## config.mk

```make
export PLATFORM = sky130hd
export DESIGN_NAME = uart_rx_fsm
export DESIGN_NICKNAME = d
export VERILOG_FILES = /design/src/rtl/uart_rx_fsm_pkg.sv /design/src/rtl/edge_bit_counter.sv /design/src/rtl/uart_rx_fsm.sv
export SDC_FILE = /design/constraint.sdc
export NUM_CORES = 1
export LEC_CHECK = 0
export BUFFER_PORTS_ARGS = -buffer_cell sky130_fd_sc_hd__buf_2
export CORE_MARGIN = 2
export CORE_UTILIZATION = 56
export CTS_BUF_LIST = sky130_fd_sc_hd__clkbuf_8
export DETAILED_ROUTE_END_ITERATION = 10
export PLACE_DENSITY_LB_ADDON = 0.08
export SETUP_SLACK_MARGIN = 0.4
export SLEW_MARGIN = 30
export SYNTH_ARGS = -nofsm -noshare
export SYNTH_HDL_FRONTEND = slang
export SYNTH_HIERARCHICAL = 1
export SYNTH_SLANG_ARGS = --single-unit
export TNS_END_PERCENT = 50
```

## constraint.sdc

```tcl
create_clock -name clk -period 3.5 [get_ports clk]
set_input_delay 0.175 -clock clk [delete_from_list [all_inputs] [get_ports clk]]
set_output_delay 0.175 -clock clk [all_outputs]
set_load 0.02 [all_outputs]
```

## src/rtl/uart_rx_fsm_pkg.sv

```systemverilog
// Shared types and constants for the UART receive controller.
package uart_rx_fsm_pkg;

    typedef enum logic [2:0] {
        IDLE,
        START,
        DATA,
        PARITY,
        STOP
    } state_e;

    localparam logic [4:0] PRESCALE_8  = 5'd8;
    localparam logic [4:0] PRESCALE_16 = 5'd16;
    localparam int         DATA_WIDTH_DEFAULT = 8;

    // Anything other than the two supported ratios falls back to 8.
    function automatic logic [4:0] legal_prescale(input logic [4:0] p);
        return (p == PRESCALE_16) ? PRESCALE_16 : PRESCALE_8;
    endfunction

endpackage

```

## src/rtl/edge_bit_counter.sv

```systemverilog
// Oversample tick and frame-bit counters; cleared whenever enable is low.
// wrap marks the last tick of the current bit.
module edge_bit_counter (
    input  logic       clk,
    input  logic       reset,
    input  logic       enable,
    input  logic [4:0] p,
    output logic       wrap,
    output logic [4:0] edge_cnt,
    output logic [3:0] bit_cnt
);

    assign wrap = (edge_cnt == p - 5'd1);

    always_ff @(posedge clk) begin
        if (reset || !enable) begin
            edge_cnt <= '0;
            bit_cnt  <= '0;
        end else if (wrap) begin
            edge_cnt <= '0;
            bit_cnt  <= bit_cnt + 4'd1;
        end else begin
            edge_cnt <= edge_cnt + 5'd1;
        end
    end

endmodule

```

## src/rtl/uart_rx_fsm.sv

```systemverilog
// UART receive controller: frames start/data/parity/stop bits and strobes the checkers.
// All strobes are registered and land on the last oversample tick of their bit.
module uart_rx_fsm
    import uart_rx_fsm_pkg::*;
#(
    parameter int DATA_WIDTH = DATA_WIDTH_DEFAULT
) (
    input  logic       clk,
    input  logic       reset,
    input  logic       RX_IN,
    input  logic [4:0] Prescale,
    input  logic       PAR_EN,
    input  logic       sampled_bit,
    input  logic       strt_glitch,
    input  logic       par_err,
    input  logic       stp_err,
    output logic       data_samp_en,
    output logic [4:0] edge_cnt,
    output logic [3:0] bit_cnt,
    output logic       strt_chk_en,
    output logic       par_chk_en,
    output logic       stp_chk_en,
    output logic       deser_en,
    output logic       data_valid,
    output logic       busy
);

    state_e     state;
    state_e     state_next;
    logic [4:0] p_q;
    logic       par_en_q;
    logic       par_flag;
    logic       wrap;
    logic       count_en;
    logic       pre_end;
    logic       unused_ok;

    // The sampled data path lives in the deserializer, not here.
    assign unused_ok = sampled_bit;

    // Counters run only while staying inside a frame, so they read 0 in IDLE
    // and on the first START tick.
    assign count_en = (state != IDLE) && (state_next != IDLE);

    edge_bit_counter u_cnt (
        .clk      (clk),
        .reset    (reset),
        .enable   (count_en),
        .p        (p_q),
        .wrap     (wrap),
        .edge_cnt (edge_cnt),
        .bit_cnt  (bit_cnt)
    );

    always_ff @(posedge clk) begin
        if (reset) begin
            state <= IDLE;
        end else begin
            state <= state_next;
        end
    end

    always_comb begin
        state_next = state;
        case (state)
            IDLE:    if (!RX_IN) state_next = START;
            START:   if (wrap) state_next = strt_glitch ? IDLE : DATA;
            DATA:    if (wrap && bit_cnt == 4'(DATA_WIDTH))
                         state_next = par_en_q ? PARITY : STOP;
            PARITY:  if (wrap) state_next = STOP;
            STOP:    if (wrap) state_next = IDLE;
            default: state_next = IDLE;
        endcase
    end

    // Registering one tick early puts each strobe on the bit-end cycle.
    assign pre_end = (edge_cnt == p_q - 5'd2);

    always_ff @(posedge clk) begin
        if (reset) begin
            p_q          <= PRESCALE_8;
            par_en_q     <= 1'b0;
            par_flag     <= 1'b0;
            strt_chk_en  <= 1'b0;
            deser_en     <= 1'b0;
            par_chk_en   <= 1'b0;
            stp_chk_en   <= 1'b0;
            data_valid   <= 1'b0;
            busy         <= 1'b0;
            data_samp_en <= 1'b0;
        end else begin
            if (state == IDLE && !RX_IN) begin
                p_q      <= legal_prescale(Prescale);
                par_en_q <= PAR_EN;
            end
            if (state == IDLE) begin
                par_flag <= 1'b0;
            end else if (state == PARITY && wrap && par_err) begin
                par_flag <= 1'b1;
            end
            strt_chk_en  <= (state == START)  && pre_end;
            deser_en     <= (state == DATA)   && pre_end;
            par_chk_en   <= (state == PARITY) && pre_end;
            stp_chk_en   <= (state == STOP)   && pre_end;
            data_valid   <= (state == STOP) && wrap && !stp_err && !par_flag;
            busy         <= (state_next != IDLE);
            data_samp_en <= (state_next != IDLE);
        end
    end

endmodule

```

==> metrics.yaml <==
timing:
  slew_headroom_pct: 51.8
  period_share_pct: 71.1
  fin_crit_ns: 2.49
  worst_pin_slew_ns: 0.716
  fin_skew_ns: 0.00657
  drv_slew: 0
  setup_tns_ns: 0
  fmax_mhz: 402
  hold_viol_final: 0
  setup_viol: 0
  rsz0062_at_grt: "false"
routing:
  num_vias: 1001
  drtAntennaViolNets: 0
  route.detailed.wl_per_inst_um: 11.7
  drc: 0
  first_pass_iters: 4
  drtIter0Drc: 13
  via_per_inst: 5.24
  wl_mm: 2.23
setup_path:
  slowest_delay_ns: 0.52
  cp.arrival_ns: 2.69
  cp_slowest_cell: "nor2_2"
  path_cells: "xor2_1 > o211ai_1 > a211o_1 > nor2_2 > nand2_1 > or4_4 > a21oi_2"
  critPathLaunch: "u_cnt/edge_cnt[0]$_SDFF_PP0_"
  crit_required_ns: 3.70
  r2r-start: "u_cnt/edge_cnt[0]$_SDFF_PP0_"
  critPathLaunchType: "flop"
  reg2reg_slack_ns: 1.01
  path_class: "reg2reg"
  endpoint_kind: "flop"
  cp_max_fo: 15
  cp_top_family: "simple AND/OR/NAND/NOR gates"
  critical_path_buf_inv_count: 0
clock_tree:
  holdBufCountCts: 0
  clock_path_buffers: 2
  cts_max_level: 1
  numCtsBuffers: 3
  cts_resized: 0
  clk_pin_slew_ns: 0.08
  cts_tree: "done"
  root_buffer: "clkbuf_8"
  cts_setup_buffers: 0
  insertion_delay_ns: 0.26
  clock_sinks: 22
cells_and_area:
  insertedDiodeCount: 0
  final_layout_size_suffix_gt1_share_pct: 24.4
  area_growth_pct: 18.4
  fillers: 155
  final_cell_mix: "buf_2 (27), dfxtp_1 (22), nor3_1 (12)"
  final_cells: 191
  finish.instance_area_um2: 1400
  final_common_cell: "buf_2"
  fin_nets: 181
floorplan:
  ioPinCount: 29
  num_rows: 16
  initial_core_util_pct: 59.8
  core-area_um2: 1980
  dieHeight_um: 50
  die_x_um: 50
  die-area_um2: 2500
placement:
  placed_area_um2: 1330
  hpwl_mm: 1.70
  gp_routability_congestion: 0.816
  placed_cells: 187
  port_buffers: 27
hold_path:
  min-delay-start: "stp_err"
  hp-class: "in2reg"
synthesis:
  async_flop_share_pct: 0
  yosys_warnings: 6
  ys_seq_elements: 22
  synth_edf_count: 0
  synth.distinct_cells: 48
  yosysSeqAreaShare_pct: 37.2
  ys.flop_type: "dfxtp_1"
  synth_area_per_cell_um2: 8.98
  synthCells: 132
  netlist_area_um2: 1180
power_and_ir_drop:
  p_leak_uw: 0.000570
  ir_drop_mv: 0.317
  power.density_nw_per_um2: 398
global_routing:
  grt_pass1_wl_mm: 4.04
  antenna_found_initial: 0
  grt_util_all_layers_pct: 21.0
  gr-total-overflow: 0
  grt_pass1_vias: 962
  grt_max_degree: 16
status:
  status: "completed"
job:
  max_cap_violations: 0
per-layer routing:
layer / vias to the layer above / track usage (%) / share of wire [%]
li1: 528 / - / -
met2: 19 / 34.0 / 48
met1: 450 / 27.3 / 47
met3: 4 / 3.33 / 3.7
met5: - / 0 / 0
met4: 0 / 9.26 / 0.99
stage by stage:
step / hold WS (ns) / setup WS (ns) / power, uW / utilization [%]
finish: 0.0638 / 1.01 / 558 / 70.8
global route: 0.0683 / 0.792 / 585 / 70.8
CTS: 0.0572 / 1.01 / 561 / 70.8
detailed placement: 0.339 / 1.02 / 332 / 67.2
global placement: 0.339 / 1.08 / 330 / 67.2
floorplan: 0.251 / 1.24 / 317 / -
power by group:
part | internal, uW | total [uW] | switching (uW)
clock network | 153 | 231 | 78.5
registers | 256 | 265 | 9.02
logic | 26.8 | 62.3 | 35.5
cell families (layout without fill, tap and decap cells):
| logic type | count (synthesis) | after routing | synth area share, % |
|---|---|---|---|
| compound gates | 24 | 24 | 14.4 |
| xor+xnor | 9 | 9 | 7.29 |
| fa+ha+maj | 3 | 3 | 3.17 |
| buf+inv | 14 | 38 | 6.65 |
| flops | 22 | 22 | 37.2 |
| mux | 4 | 4 | 3.38 |
| other cells | 1 | 9 | 0.316 |
| simple gates | 55 | 55 | 27.7 |
Yosys cell counts, types with 2 or more instances:
cell type	instances	area share, %
o21ai_0	2	0.84
a21oi_1	5	2.1
inv_1	6	1.9
xnor2_1	3	2.2
or4_1	2	1.3
dfxtp_1	22	37
o31ai_1	2	1.3
mux2i_1	4	3.4
ha_1	3	3.2
nor4_1	4	2.1
o211ai_1	2	1.3
nand3_1	4	1.7
xor2_1	5	3.7
nor2b_1	4	2.1
nor2_1	5	1.6
nand2b_1	3	1.6
o21a_1	2	1.3
clkbuf_1	2	0.63
buf_6	3	2.9
nand2_1	8	2.5
nor3b_1	3	1.9
nor3_1	12	5.1
registers in the layout, summed over array words and instances (netlist names):
name	count
data_valid	1
stp_chk_en	1
u_cnt/edge_cnt	5
par_chk_en	1
u_cnt/bit_cnt	4
state	3
strt_chk_en	1
par_flag	1
busy	1
deser_en	1
par_en_q	1
p_q	2
worst paths after layout:
check | to | cells past startpoint
setup / recovery | state[2]$_SDFF_PP0_ | 7
hold / removal | data_valid$_SDFF_PP0_ | 2
setup reg to reg | state[2]$_SDFF_PP0_ | 7
hold reg to reg | par_flag$_SDFFE_PP0P_ | 1
cell type report:
class                      count  area (um2)  share of cell area (%)
clock buffer                   3        41.3                    2.94
inverter                       7        26.3                    1.87
multi-input combinational    104         696                    49.6
tap                           27        33.8                    2.41
clock inverter                 1        30.0                    2.14
sequential                    22         440                    31.4
timing repair buffer          27         135                    9.63
No activity file was read; power rests on OpenSTA's default activity.
